## config.mk

```make
export PLATFORM = sky130hd
export DESIGN_NAME = lsu_mem_ctrl
export DESIGN_NICKNAME = d
export VERILOG_FILES = /design/src/rtl/lsu_mem_ctrl.sv
export SDC_FILE = /design/constraint.sdc
export NUM_CORES = 1
export LEC_CHECK = 0
export CORE_MARGIN = 3
export CORE_UTILIZATION = 49
export CTS_BUF_LIST = sky130_fd_sc_hd__clkbuf_4 sky130_fd_sc_hd__clkbuf_8 sky130_fd_sc_hd__clkbuf_16
export DETAILED_ROUTE_END_ITERATION = 12
export GPL_TIMING_DRIVEN = 0
export HOLD_SLACK_MARGIN = 0.02
export PLACE_DENSITY = 0.88
export SLEW_MARGIN = 30
export SYNTH_ARGS = -nofsm -noshare
export SYNTH_HDL_FRONTEND = slang
export SYNTH_SLANG_ARGS = --single-unit
export TNS_END_PERCENT = 10
```

## constraint.sdc

```tcl
create_clock -name clk -period 12.2 [get_ports clk]
set_input_delay 3.05 -clock clk [delete_from_list [all_inputs] [get_ports clk]]
set_output_delay 3.05 -clock clk [all_outputs]
set_load 0.005 [all_outputs]
```

## src/rtl/lsu_mem_ctrl.sv

```systemverilog
// Load/store unit: formats byte lanes, runs a req/ack bus access with a timeout and stalls the pipeline meanwhile.
// Optional build macro LSU_MISALIGN_TRAP_EN traps misaligned H/HU/W accesses instead of truncating the address.
module lsu_mem_ctrl #(
    parameter int TIMEOUT = 255
) (
    input  logic        clk,
    input  logic        rst,
    input  logic        mem_rd_m,
    input  logic        mem_wr_m,
    input  logic [2:0]  func3_m,
    input  logic [31:0] addr_m,
    input  logic [31:0] wdata_m,
    output logic [31:0] load_data,
    output logic        stall_m,
    output logic        bus_err,
    output logic        misalign,
    output logic        bus_req,
    output logic        bus_we,
    output logic [31:0] bus_addr,
    output logic [3:0]  bus_be,
    output logic [31:0] bus_wdata,
    input  logic        bus_ack,
    input  logic [31:0] bus_rdata,
    output logic [1:0]  state_dbg
);

    typedef enum logic [1:0] {
        S_IDLE = 2'd0,
        S_BUSY = 2'd1,
        S_DONE = 2'd2
    } state_t;

    state_t      state;
    state_t      state_nxt;
    logic [31:0] addr_q;
    logic [2:0]  func3_q;
    logic [31:0] wdata_q;
    logic        we_q;
    logic [15:0] cnt_q;
    logic [31:0] load_q;
    logic        err_q;
    logic        mis_q;

    logic        access;
    logic        mis_now;
    logic        timeout_hit;
    logic [3:0]  be_lanes;
    logic [31:0] wd_lanes;
    logic [7:0]  rd_byte;
    logic [15:0] rd_half;
    logic [31:0] rd_fmt;

    assign access      = mem_rd_m | mem_wr_m;
    assign timeout_hit = (cnt_q == 16'(TIMEOUT - 1));

`ifdef LSU_MISALIGN_TRAP_EN
    assign mis_now = ((func3_m[1:0] == 2'b01) && addr_m[0]) ||
                     ((func3_m[1:0] == 2'b10) && (addr_m[1:0] != 2'b00));
`else
    assign mis_now = 1'b0;
`endif

    // State register
    always_ff @(posedge clk or posedge rst) begin
        if (rst) begin
            state <= S_IDLE;
        end else begin
            state <= state_nxt;
        end
    end

    // Next-state logic; an ack outside BUSY never moves the FSM
    always_comb begin
        state_nxt = state;
        case (state)
            S_IDLE: begin
                if (access) begin
                    state_nxt = mis_now ? S_DONE : S_BUSY;
                end
            end
            S_BUSY: begin
                if (bus_ack || timeout_hit) begin
                    state_nxt = S_DONE;
                end
            end
            S_DONE:  state_nxt = S_IDLE;
            default: state_nxt = S_IDLE;
        endcase
    end

    // Latched access, timeout counter and DONE-cycle result flags
    always_ff @(posedge clk or posedge rst) begin
        if (rst) begin
            addr_q  <= '0;
            func3_q <= '0;
            wdata_q <= '0;
            we_q    <= 1'b0;
            cnt_q   <= '0;
            load_q  <= '0;
            err_q   <= 1'b0;
            mis_q   <= 1'b0;
        end else begin
            err_q <= 1'b0;
            mis_q <= 1'b0;
            case (state)
                S_IDLE: begin
                    if (access) begin
                        addr_q  <= addr_m;
                        func3_q <= func3_m;
                        wdata_q <= wdata_m;
                        we_q    <= mem_wr_m;
                        cnt_q   <= '0;
                        if (mis_now) begin
                            load_q <= '0;
                            mis_q  <= 1'b1;
                        end
                    end
                end
                S_BUSY: begin
                    cnt_q <= cnt_q + 16'd1;
                    if (bus_ack) begin
                        load_q <= we_q ? 32'd0 : rd_fmt;
                    end else if (timeout_hit) begin
                        load_q <= '0;
                        err_q  <= 1'b1;
                    end
                end
                default: ;
            endcase
        end
    end

    // Byte-lane formatting of the latched access
    always_comb begin
        be_lanes = 4'b1111;
        wd_lanes = wdata_q;
        case (func3_q[1:0])
            2'b00: begin
                be_lanes = 4'b0001 << addr_q[1:0];
                wd_lanes = {4{wdata_q[7:0]}};
            end
            2'b01: begin
                be_lanes = addr_q[1] ? 4'b1100 : 4'b0011;
                wd_lanes = {2{wdata_q[15:0]}};
            end
            default: ;
        endcase
    end

    // Load extraction: pick the addressed byte/half, then extend by func3
    always_comb begin
        case (addr_q[1:0])
            2'b00:   rd_byte = bus_rdata[7:0];
            2'b01:   rd_byte = bus_rdata[15:8];
            2'b10:   rd_byte = bus_rdata[23:16];
            default: rd_byte = bus_rdata[31:24];
        endcase
        rd_half = addr_q[1] ? bus_rdata[31:16] : bus_rdata[15:0];
        case (func3_q)
            3'b000:  rd_fmt = {{24{rd_byte[7]}}, rd_byte};
            3'b001:  rd_fmt = {{16{rd_half[15]}}, rd_half};
            3'b100:  rd_fmt = {24'd0, rd_byte};
            3'b101:  rd_fmt = {16'd0, rd_half};
            default: rd_fmt = bus_rdata;
        endcase
    end

    // Outputs. Handshake: bus_req stays high from the first BUSY cycle until the
    // cycle bus_ack is seen (or the timeout fires); bus_ack is a one-cycle strobe.
    always_comb begin
        stall_m   = 1'b0;
        bus_req   = 1'b0;
        bus_we    = 1'b0;
        bus_addr  = '0;
        bus_be    = '0;
        bus_wdata = '0;
        case (state)
            S_IDLE: stall_m = access & ~rst;
            S_BUSY: begin
                stall_m   = 1'b1;
                bus_req   = 1'b1;
                bus_we    = we_q;
                bus_addr  = {addr_q[31:2], 2'b00};
                bus_be    = be_lanes;
                bus_wdata = wd_lanes;
            end
            default: ;
        endcase
    end

    assign load_data = load_q;
    assign bus_err   = err_q;
    assign misalign  = mis_q;
    assign state_dbg = state;

endmodule

```

==> reports/results.tsv, run 1 <==
stage	metric	value	unit
yosys	avgSynthCellArea	11.1	µm²
clocking	clock_sinks	119	
power_and_ir_drop	leakagePower	3.69	nW
sta	setup_viol	0	
yosys	ys_ff_latch	119	
floorplan	core_area	0.0116	mm²
sta	rsz0062_at_grt	false	
placement	dpl.hpwl	13600	µm
placement	preCtsSetupSlack	4370	ps
power_and_ir_drop	swShare	34.0	%
cells_and_area	diodes	0	
hold_path	hp-class	flop to flop	
cells_and_area	final_layout_size_suffix_gt1_share	15.0	%
detailed_routing	drtPass1Iterations	5	
power_and_ir_drop	p_int	1.37	mW
clocking	path_clk_slew	50	ps
sta	max_slew_margin	49.1	%
grt	use_met3	10.2	%
yosys	async_flop_share	100	%
grt	gr-total-overflow	0	
setup_path	crit_chain	clkdlybuf4s50_1 > nor3_1 > or2_2 > clkbuf_1 > a21oi_1 > clkdlybuf4s50_1	
detailed_routing	drt-initial-drc-count	436	
yosys	ys_seq_area_share	50.2	%
floorplan	initial_core_util	51.1	%
sta	fin_ws	4330	ps
detailed_routing	wire_per_inst	20.0	µm
outcome	status	finished clean	
setup_path	worst-path-buf-inv	3	
yosys	synth_ff_type	dfrtp_1	
grt	grt_pass1_vias	5509	
setup_path	path_class	primary input to output port	
setup_path	reg2reg_from	state_dbg[0]$_DFFE_PP0P_	
yosys	syn_area	0.00593	mm²
placement	place.gp.congestion	0.854	
setup_path	r2r_cells	5	
power_and_ir_drop	power_frac_seq	32.3	%
clocking	cts_tree	built	
sta	finalMaxSlewViolations	0	
detailed_routing	ant_nets	0	
floorplan	rows	39	
detailed_routing	wirelength	18400	µm
floorplan	io_pins	211	
grt	antenna_found_initial	0	
floorplan	fp.dieArea	0.0135	mm²
floorplan	die_y	116	µm
sta	finalCritPeriodShare	64.5	%
cells_and_area	synthToLayoutAreaGrowth	48.1	%
grt	met2_usage	46.6	%
clocking	cts_resized	0	
run	cap_violations	0	
setup_path	start_kind	primary input	
placement	io_buffers	207	
sta	fmax	127	MHz
power_and_ir_drop	p_switching	710	µW
power_and_ir_drop	p_clk_share	22.5	%
power_and_ir_drop	power_density	237	mW/mm²
grt	grt-busiest-layer	met2	
setup_path	cpLargestDelayFamily	buffers and inverters	
power_and_ir_drop	vdd_drop_max	0.000143	V
yosys	yosys_warnings	0	
detailed_routing	via_count	5324	
setup_path	rrSetupSlack	9790	ps
clocking	clk_path_buf_depth	2	
clocking	root_buffer	clkbuf_16	
cells_and_area	finalNonFillerCells	921	
yosys	synth_top_area_share	50.2	%
yosys	yosysUniqueCellTypes	48	
grt	track_usage	27.7	%
setup_path	worst_path_most_repeated_cell	clkdlybuf4s50_1	
clocking	postCtsSetupBuffers	0	
setup_path	r2r-end	wdata_q[6]$_DFFE_PP0P_	
clocking	hold_buffers	0	
sta	worstMarginPinSlew	764	ps
setup_path	crit_path_end_kind	output port	
cells_and_area	nNetsFinal	871	
clocking	htree_levels	4	
clocking	clk_latency	420	ps
setup_path	startpoint	mem_wr_m	
sta	fin_tns_setup	0	ps
setup_path	worstPathArrival	4820	ps
setup_path	crit_path_end	stall_m	
clocking	cts_buffers	17	
yosys	synth_top_cells_by_area	dfrtp_1, mux2_2, mux2i_1	
detailed_routing	vias_per_cell	5.78	
yosys	netlist.top_cell.by_area	dfrtp_1	
floorplan	fp.dieW	116	µm
setup_path	worstPathRequired	9150	ps
setup_path	worst_path_max_delay_cell	clkdlybuf4s50_1	
setup_path	worst-path-stages	6	
sta	clock_skew	10.1	ps
detailed_routing	remaining_drc_errors	0	
grt	grt_pass1_wl	28500	µm
yosys	synth_edf_count	0	
power_and_ir_drop	p_comb_share	45.1	%
grt	use_met1	32.4	%
sta	post-route-min-period	7870	ps
cells_and_area	postLayoutCellArea	0.00878	mm²
grt	grt_max_degree	69	
yosys	synthCells	536	
placement	placed_cell_area	0.00822	mm²
setup_path	cp_max_fo	8	
setup_path	slowest_delay	530	ps
sta	hold_viol	0	
placement	dp.cells	889	
state kept, by name, summed over array words and instances, names as in the netlist:
signal,count
wdata_q,32
bus_err,1
load_data,32
cnt_q,16
state_dbg,2
addr_q,32
we_q,1
func3_q,3
kinds of logic after synthesis:
kind of cell	synth area share, %
compound gates	13.4
simple gates	14.3
mux	18.0
buf+inv	3.50
fa+ha+maj	0.422
flops	50.2
other cells	0.0632
final cells by class:
cell class | instances | area [µm²]
flip-flops and latches | 119 | 2980
well taps | 143 | 179
inverters | 7 | 33.8
clock buffers | 20 | 454
fillers | 732 | 2830
plain buffers | 41 | 181
clock inverters | 12 | 104
multi-input cells | 371 | 2750
repair buffers | 208 | 2100
stage by stage:
| step | utilization [%] | power, mW | hold slack, ps |
|---|---|---|---|
| 6_report | 75.6 | 2.08 | 481 |
| 5_1_grt | 75.6 | 2.20 | 504 |
| 4_1_cts | 75.6 | 2.09 | 479 |
| 3_5_place_dp | 70.8 | 1.60 | 474 |
| 3_3_place_gp | 70.5 | 1.57 | 465 |
| 2_1_floorplan | - | 1.13 | 447 |
cells in the final DEF (no fill, tap or decap), types with 3 or more instances in the layout:
| cell type | synthesis | routed |
|---|---|---|
| nand4_1 | 6 | 6 |
| nor2b_1 | 8 | 8 |
| a22o_1 | 4 | 4 |
| o21ai_0 | 18 | 18 |
| clkdlybuf4s50_1 | 0 | 207 |
| mux2i_1 | 27 | 27 |
| clkinv_2 | 0 | 4 |
| mux2_2 | 71 | 71 |
| clkinvlp_4 | 0 | 6 |
| and2_1 | 39 | 39 |
| conb_1 | 1 | 3 |
| dfrtp_1 | 119 | 119 |
| a221oi_1 | 7 | 7 |
| nand2_1 | 35 | 35 |
| o2bb2ai_1 | 10 | 10 |
| buf_1 | 4 | 4 |
| nand3_1 | 6 | 6 |
| a2111oi_0 | 4 | 4 |
| nand2b_1 | 3 | 3 |
| nor2_1 | 39 | 39 |
| and3_1 | 4 | 4 |
| inv_1 | 7 | 6 |
| a21oi_1 | 28 | 28 |
| clkbuf_16 | 0 | 17 |
| clkbuf_1 | 31 | 31 |
| a21o_1 | 4 | 4 |
| or3_1 | 3 | 3 |
| buf_4 | 3 | 3 |
| nor3_1 | 4 | 4 |
| a221o_1 | 20 | 20 |
metal layers:
metal,vias to the layer above,share of wire [%]
met2,282,50
met3,43,9.9
li1,2402,-
met1,2597,38
met4,0,2.5
met5,-,0
how the worst min path moves through the flow:
stage / startpoint / to / slack, ps / depth (start not counted)
after floorplan: cnt_q[15]$_DFFE_PP0P_ / cnt_q[15]$_DFFE_PP0P_ / 450 / 1
after global placement: cnt_q[15]$_DFFE_PP0P_ / cnt_q[15]$_DFFE_PP0P_ / 470 / 1
after detailed placement: cnt_q[15]$_DFFE_PP0P_ / cnt_q[15]$_DFFE_PP0P_ / 470 / 1
after CTS: cnt_q[15]$_DFFE_PP0P_ / cnt_q[15]$_DFFE_PP0P_ / 480 / 1
after global routing: load_data[13]$_DFFE_PP0P_ / load_data[13]$_DFFE_PP0P_ / 500 / 1
final: cnt_q[15]$_DFFE_PP0P_ / cnt_q[15]$_DFFE_PP0P_ / 480 / 1
power groups by stage:
| stage | clock (mW) | combinational, mW | sequential (mW) |
|---|---|---|---|
| global placement | 0 | 0.905 | 0.662 |
| finish | 0.470 | 0.941 | 0.674 |
| global route | 0.493 | 1.02 | 0.691 |
| detailed placement | 0 | 0.928 | 0.674 |
| floorplan | 0 | 0.494 | 0.639 |
| CTS | 0.473 | 0.943 | 0.670 |
cells in the mapped netlist, types with 4 or more instances:
cell type and number:
a2111oi_0 4, a21o_1 4, a21oi_1 28, a221o_1 20
a221oi_1 7, a22o_1 4, and2_1 39, and3_1 4
buf_1 4, clkbuf_1 31, dfrtp_1 119, inv_1 7
mux2_2 71, mux2i_1 27, nand2_1 35, nand3_1 6
nand4_1 6, nor2_1 39, nor2b_1 8, nor3_1 4
o21ai_0 18, o2bb2ai_1 10
Power figures use the tool's default switching activity.
==> run 2, diff against run 1 <==
--- a/config.mk
+++ b/config.mk
@@ -6,12 +6,12 @@
 export NUM_CORES = 1
 export LEC_CHECK = 0
 export CORE_MARGIN = 3
-export CORE_UTILIZATION = 49
+export CORE_UTILIZATION = 41
 export CTS_BUF_LIST = sky130_fd_sc_hd__clkbuf_4 sky130_fd_sc_hd__clkbuf_8 sky130_fd_sc_hd__clkbuf_16
 export DETAILED_ROUTE_END_ITERATION = 12
 export GPL_TIMING_DRIVEN = 0
 export HOLD_SLACK_MARGIN = 0.02
-export PLACE_DENSITY = 0.88
+export PLACE_DENSITY = 0.79
 export SLEW_MARGIN = 30
 export SYNTH_ARGS = -nofsm -noshare
 export SYNTH_HDL_FRONTEND = slang
==> constraint.sdc (replaced) <==
create_clock -name clk -period 6.4 [get_ports clk]
set_input_delay 1.6 -clock clk [delete_from_list [all_inputs] [get_ports clk]]
set_output_delay 1.6 -clock clk [all_outputs]
set_load 0.005 [all_outputs]
==> run 2 against run 1 <==
Effect of this change: critical path type unchanged; clock power increased by 99%; critical path depth unchanged; sequential cell count unchanged; worst setup slack got worse by 2900 ps; design area increased by 0.80%; clock skew about the same; largest power group unchanged; sequential power increased by 90%.
==> reports/results.tsv, run 2 (synthesis results as in run 1) <==
stage	metric	value	unit	change
cells_and_area	final_cell_mix	clkdlybuf4s50_1, dfrtp_1, mux2_2, nor2_1, and2_1		
placement	placed_cell_area	0.00827	mm²	+0.56%
setup_path	startpoint	mem_wr_m		
setup_path	worst_path_max_delay_cell	clkdlybuf4s50_1		
sta	fin_tns_setup	0	ps	unchanged
clocking	hold_buffers	0		unchanged
clocking	clk_latency	420	ps	about the same
floorplan	fp.dieW	126	µm	+8.8%
setup_path	crit_chain	clkdlybuf4s50_1 > nor3_1 > or2_2 > clkbuf_1 > a21oi_1 > clkdlybuf4s50_1		
sta	finalCritPeriodShare	77.6	%	
detailed_routing	remaining_drc_errors	0		unchanged
setup_path	r2r_cells	5		unchanged
sta	hold_viol	0		unchanged
clocking	clk_path_buf_depth	2		unchanged
cells_and_area	final_common_cell	clkdlybuf4s50_1		
sta	post-route-min-period	4970	ps	
power_and_ir_drop	swShare	34.0	%	-0.069 points
grt	grt_pass1_vias	5484		-0.45%
power_and_ir_drop	p_clk_share	23.3	%	+0.8 points
detailed_routing	drt-initial-drc-count	343		-21%
floorplan	core_area	0.0140	mm²	+20%
power_and_ir_drop	p_comb_share	44.8	%	-0.3 points
clocking	cts_resized	0		unchanged
power_and_ir_drop	p_int	2.64	mW	+92%
outcome	status	finished clean		
clocking	path_clk_slew	50	ps	about the same
detailed_routing	via_count	5160		-3.1%
clocking	cts_tree	built		
clocking	root_buffer	clkbuf_16		
detailed_routing	wire_per_inst	19.2	µm	-3.9%
clocking	clock_sinks	119		unchanged
floorplan	io_pins	211		unchanged
grt	grt_max_degree	80		+16%
cells_and_area	synthToLayoutAreaGrowth	49.3	%	
placement	io_buffers	207		unchanged
detailed_routing	drtPass1Iterations	5		unchanged
setup_path	slowest_delay	550	ps	+20 ps
grt	track_usage	23.5	%	-4.2 points
hold_path	hp-class	flop to flop		
sta	fmax	201	MHz	
sta	worstMarginPinSlew	813	ps	+48.6 ps
setup_path	worstPathArrival	3370	ps	-1450 ps
floorplan	rows	43		+10%
power_and_ir_drop	power	4.00	mW	+92%
power_and_ir_drop	vdd_drop_max	0.000227	V	+59%
cells_and_area	nNetsFinal	871		unchanged
floorplan	die_y	126	µm	+8.8%
sta	setup_viol	0		unchanged
setup_path	worstPathRequired	4800	ps	-4350 ps
sta	clock_skew	9.63	ps	-0.480 ps
setup_path	path_class	primary input to output port		
sta	finalMaxSlewViolations	0		unchanged
hold_path	min-delay-start	load_data[12]$_DFFE_PP0P_		
detailed_routing	wirelength	18400	µm	about the same
run	cap_violations	0		unchanged
placement	place.gp.congestion	0.851		-0.33%
cells_and_area	postLayoutCellArea	0.00885	mm²	+0.80%
setup_path	cp_max_fo	8		unchanged
detailed_routing	vias_per_cell	5.39		-6.8%
grt	gr-total-overflow	0		unchanged
grt	antenna_found_initial	0		unchanged
cells_and_area	diodes	0		unchanged
clocking	cts_buffers	17		unchanged
setup_path	start_kind	primary input		
floorplan	fp.dieArea	0.0159	mm²	+18%
sta	rsz0062_at_grt	false		
clocking	htree_levels	4		unchanged
setup_path	crit_path_end_kind	output port		
sta	max_slew_margin	45.8	%	-3.2 points
power_and_ir_drop	power_frac_seq	31.9	%	-0.4 points
floorplan	initial_core_util	42.4	%	-8.7 points
power_and_ir_drop	power_density	452	mW/mm²	+91%
cells_and_area	n_fill_cell	1072		+46%
detailed_routing	ant_nets	0		unchanged
power_and_ir_drop	leakagePower	3.70	nW	+0.28%
power_and_ir_drop	p_switching	1.36	mW	+92%
grt	grt_pass1_wl	29500	µm	+3.6%
setup_path	worst_path_most_repeated_cell	clkdlybuf4s50_1		
placement	dpl.hpwl	13900	µm	+2.3%
clocking	postCtsSetupBuffers	0		unchanged
setup_path	reg2reg_from	state_dbg[0]$_DFFE_PP0P_		
cells_and_area	final_layout_size_suffix_gt1_share	15.0	%	unchanged
hold_path	whs_path_depth	1		unchanged
## run 2: cell count changes in the layout (fill, tap and decap cells not counted)
cell | before | now
clkinvlp_4 | 6 | 5
clkbuf_4 | 2 | 0
bufinv_16 | 1 | 2
clkinv_4 | 0 | 4
clkinv_2 | 4 | 3
clkbuf_8 | 1 | 0
## run 2: worst max-delay path: cells and delay by family
kind,cells,cell delay [ps]
buffers and inverters,3,1270
and+or+nand+nor,2,340
AOI/OAI and AO/OA,1,160
## run 2: area by class of cell
cell class                 count  area (µm²)  share of cell area, %
multi-input combinational    371        2750                   31.1
inverter                       7        33.8                  0.382
buffer                        41         181                   2.05
clock inverter                15         156                   1.77
tap                          180         225                   2.54
sequential                   119        2980                   33.6
timing repair buffer         208        2100                   23.7
clock buffer                  17         425                   4.81
## run 2: layer usage
metal | vias to the layer above | global-route usage [%] | wire length (µm)
met5 | - | 0 | 0
met4 | 0 | 6.18 | 274
met3 | 32 | 9.12 | 1690
met2 | 227 | 39.4 | 9100
met1 | 2504 | 28.5 | 7350
li1 | 2397 | - | -
## run 2: through the flow
step                      cells  hold WS (ps)  utilization, %  setup slack (ps)
after floorplan             538           447               -              1640
after global routing        958           509            63.3              1350
final                       958           492            63.3              1430
after detailed placement    926           481            59.1              1450
after global placement      925           465            58.9              6.51
after CTS                   958           496            63.3              1440
## run 2: final timing paths
check	to	slack, ps
min reg2reg	load_data[12]$_DFFE_PP0P_	490
max reg2reg	wdata_q[6]$_DFFE_PP0P_	3930
min in group asynchronous	addr_q[21]$_DFFE_PP0P_	1590
max in group asynchronous	wdata_q[0]$_DFFE_PP0P_	4140
max	stall_m	1430
min	load_data[12]$_DFFE_PP0P_	490
## run 2: power groups by stage
| stage | logic [mW] | registers, mW | clock network, mW |
|---|---|---|---|
| after detailed placement | 1.79 | 1.28 | 0 |
| after global routing | 1.94 | 1.32 | 0.982 |
| after CTS | 1.80 | 1.28 | 0.945 |
| after floorplan | 0.942 | 1.22 | 0 |
| final | 1.79 | 1.28 | 0.934 |
| after global placement | 1.74 | 1.26 | 0 |
==> run 3, diff against run 2 <==
--- a/config.mk
+++ b/config.mk
@@ -6,12 +6,12 @@
 export NUM_CORES = 1
 export LEC_CHECK = 0
 export CORE_MARGIN = 3
-export CORE_UTILIZATION = 41
+export CORE_UTILIZATION = 45
 export CTS_BUF_LIST = sky130_fd_sc_hd__clkbuf_4 sky130_fd_sc_hd__clkbuf_8 sky130_fd_sc_hd__clkbuf_16
 export DETAILED_ROUTE_END_ITERATION = 12
 export GPL_TIMING_DRIVEN = 0
 export HOLD_SLACK_MARGIN = 0.02
-export PLACE_DENSITY = 0.79
+export PLACE_DENSITY = 0.82
 export SLEW_MARGIN = 30
 export SYNTH_ARGS = -nofsm -noshare
 export SYNTH_HDL_FRONTEND = slang
==> constraint.sdc (replaced) <==
create_clock -name clk -period 4.6 [get_ports clk]
set_input_delay 1.15 -clock clk [delete_from_list [all_inputs] [get_ports clk]]
set_output_delay 1.15 -clock clk [all_outputs]
set_load 0.005 [all_outputs]
==> run 3 against run 2 <==
Effect of this change: worst setup slack worse by 990 ps; clock skew decreased by 4.4 ps; die area down 8.5%; clock-buffer cell count up 6; first-iteration DRC count shrank 2.9%; largest power group unchanged; highest routed layer unchanged.
==> reports/results.tsv, run 3 (synthesis results as in run 1) <==
stage	metric	value	unit	change
placement	io_buffers	207		unchanged
floorplan	fp.dieArea	0.0146	mm²	-8.5%
detailed_routing	wire_per_inst	19.0	µm	-1.3%
cells_and_area	nNetsFinal	871		unchanged
grt	grt_max_degree	73		-8.8%
clocking	clock_sinks	119		unchanged
hold_path	hp-class	flop to flop		
detailed_routing	vias_per_cell	5.57		+3.5%
run	cap_violations	0		unchanged
hold_path	min-delay-start	load_data[10]$_DFFE_PP0P_		
clocking	clk_latency	420	ps	about the same
setup_path	crit_path_end_kind	output port		
sta	rsz0062_at_grt	false		
sta	fmax	241	MHz	
cells_and_area	postLayoutCellArea	0.00887	mm²	+0.23%
power_and_ir_drop	swShare	32.5	%	-1.5 points
detailed_routing	wirelength	18000	µm	-2.2%
cells_and_area	finalCoreUtilization	69.5	%	+6.2 points
setup_path	cp_max_fo	10		+2
power_and_ir_drop	p_comb_share	44.1	%	-0.7 points
sta	fin_tns_setup	0	ps	unchanged
power_and_ir_drop	power_frac_seq	31.5	%	-0.4 points
setup_path	reg2reg_from	addr_q[1]$_DFFE_PP0P_		
placement	dp.cells	918		-0.86%
cells_and_area	diodes	0		unchanged
grt	track_usage	25.1	%	+1.5 points
clocking	path_clk_slew	60	ps	about the same
setup_path	worstPathRequired	3450	ps	-1350 ps
sta	hold_viol	0		unchanged
floorplan	die_y	121	µm	-4.3%
hold_path	whs_path_depth	1		unchanged
clocking	cts_tree	built		
setup_path	r2r_cells	5		unchanged
detailed_routing	drt-initial-drc-count	333		-2.9%
floorplan	core_area	0.0128	mm²	-8.7%
sta	finalMaxSlewViolations	0		unchanged
power_and_ir_drop	power_density	632	mW/mm²	+40%
placement	place.gp.congestion	0.892		+4.9%
detailed_routing	drtPass1Iterations	5		unchanged
grt	grt_pass1_vias	5550		+1.2%
power_and_ir_drop	p_switching	1.82	mW	+34%
clocking	hold_buffers	0		unchanged
grt	antenna_found_initial	0		unchanged
clocking	postCtsSetupBuffers	0		unchanged
power_and_ir_drop	p_int	3.79	mW	+43%
sta	worstMarginPinSlew	834	ps	+20.8 ps
cells_and_area	n_fill_cell	936		-13%
clocking	root_buffer	clkbuf_16		
sta	clock_skew	5.20	ps	-4.43 ps
sta	post-route-min-period	4160	ps	
detailed_routing	ant_nets	0		unchanged
detailed_routing	remaining_drc_errors	0		unchanged
cells_and_area	final_common_cell	clkdlybuf4s50_1		
setup_path	r2r-end	load_data[4]$_DFFE_PP0P_		
hold_path	worstHoldEndpoint	load_data[10]$_DFFE_PP0P_		
placement	dpl.hpwl	13400	µm	-3.8%
floorplan	fp.dieW	121	µm	-4.3%
detailed_routing	via_count	5294		+2.6%
clocking	cts_resized	0		unchanged
placement	placed_cell_area	0.00826	mm²	-0.12%
power_and_ir_drop	vdd_drop_max	0.000365	V	+61%
sta	max_slew_margin	44.4	%	-1.4 points
power_and_ir_drop	p_clk_share	24.4	%	+1.1 points
cells_and_area	finalNonFillerCells	950		-0.84%
setup_path	path_class	flop to output port		
grt	gr-total-overflow	0		unchanged
clocking	htree_levels	4		unchanged
floorplan	rows	41		-4.7%
cells_and_area	synthToLayoutAreaGrowth	49.6	%	
setup_path	worstPathArrival	3010	ps	-360 ps
grt	grt_pass1_wl	28600	µm	-3.1%
power_and_ir_drop	leakagePower	3.74	nW	+0.96%
cells_and_area	final_layout_size_suffix_gt1_share	15.0	%	unchanged
clocking	clk_path_buf_depth	2		unchanged
floorplan	io_pins	211		unchanged
setup_path	rrSetupSlack	2230	ps	-1700 ps
outcome	status	finished clean		
cells_and_area	final_cell_mix	clkdlybuf4s50_1, dfrtp_1, mux2_2, nor2_1, and2_1		
sta	setup_viol	0		unchanged
floorplan	initial_core_util	46.4	%	+4.0 points
setup_path	start_kind	flop		
sta	finalCritPeriodShare	90.3	%	
clocking	cts_buffers	17		unchanged
[run 3: changes by cell type in the layout (fill, tap and decap cells not counted), moves of 2 or more]
cell        delta
clkbuf_8       +3
clkbuf_4       +3
clkinvlp_4     -4
clkinv_4       -4
clkinv_2       +2
[run 3: how the worst max path moves through the flow]
stage                         endpoint                    from  slack (ps)  cells after the start
2_1_floorplan    addr_q[0]$_DFFE_PP0P_                     rst         290                      1
3_3_place_gp   wdata_q[20]$_DFFE_PP0P_                     rst       -1360                      2
3_5_place_dp                   stall_m                mem_wr_m         550                      6
4_1_cts                  bus_wdata[19]  func3_q[1]$_DFFE_PP0P_         450                      6
5_1_grt                      bus_be[3]  func3_q[0]$_DFFE_PP0P_         260                      6
6_report                 bus_wdata[18]  func3_q[1]$_DFFE_PP0P_         440                      6
[run 3: worst max-delay path, stage by stage, from the launching register on]
cell and delay (ps):
dfrtp_1 320, clkbuf_1 340, clkbuf_1 360, clkbuf_1 680, mux2i_1 160, nor2_1 190
clkdlybuf4s50_1 530
[run 3: metrics by stage]
stage / power, mW / hold WS, ps / setup slack, ps
6_report: 5.61 / 494 / 444
3_3_place_gp: 4.15 / 462 / -1360
2_1_floorplan: 3.00 / 447 / 293
5_1_grt: 5.94 / 509 / 265
4_1_cts: 5.64 / 492 / 446
3_5_place_dp: 4.24 / 479 / 552
[run 3: metal layers]
layer	vias to the layer above	GRT usage (%)	wire, µm	part of all wire, %
met4	0	9.56	388	2.2
met1	2603	30.2	7180	40
met5	-	0	0	0
met2	261	41.8	8900	49
met3	32	8.09	1550	8.6
li1	2398	-	-	-
[run 3: cell type report]
cell class,instances,area (µm²),area share [%]
inverters,7,33.8,0.381
well taps,172,215,2.43
multi-input cells,371,2750,31.0
plain buffers,41,181,2.04
flip-flops and latches,119,2980,33.6
repair buffers,208,2100,23.7
clock buffers,23,489,5.51
clock inverters,9,123,1.38
[run 3: power by group through the flow]
stage	registers (mW)	clock network, mW	logic (mW)
floorplan	1.69	0	1.31
global placement	1.75	0	2.41
detailed placement	1.78	0	2.46
CTS	1.76	1.39	2.49
global route	1.81	1.43	2.70
finish	1.77	1.37	2.48
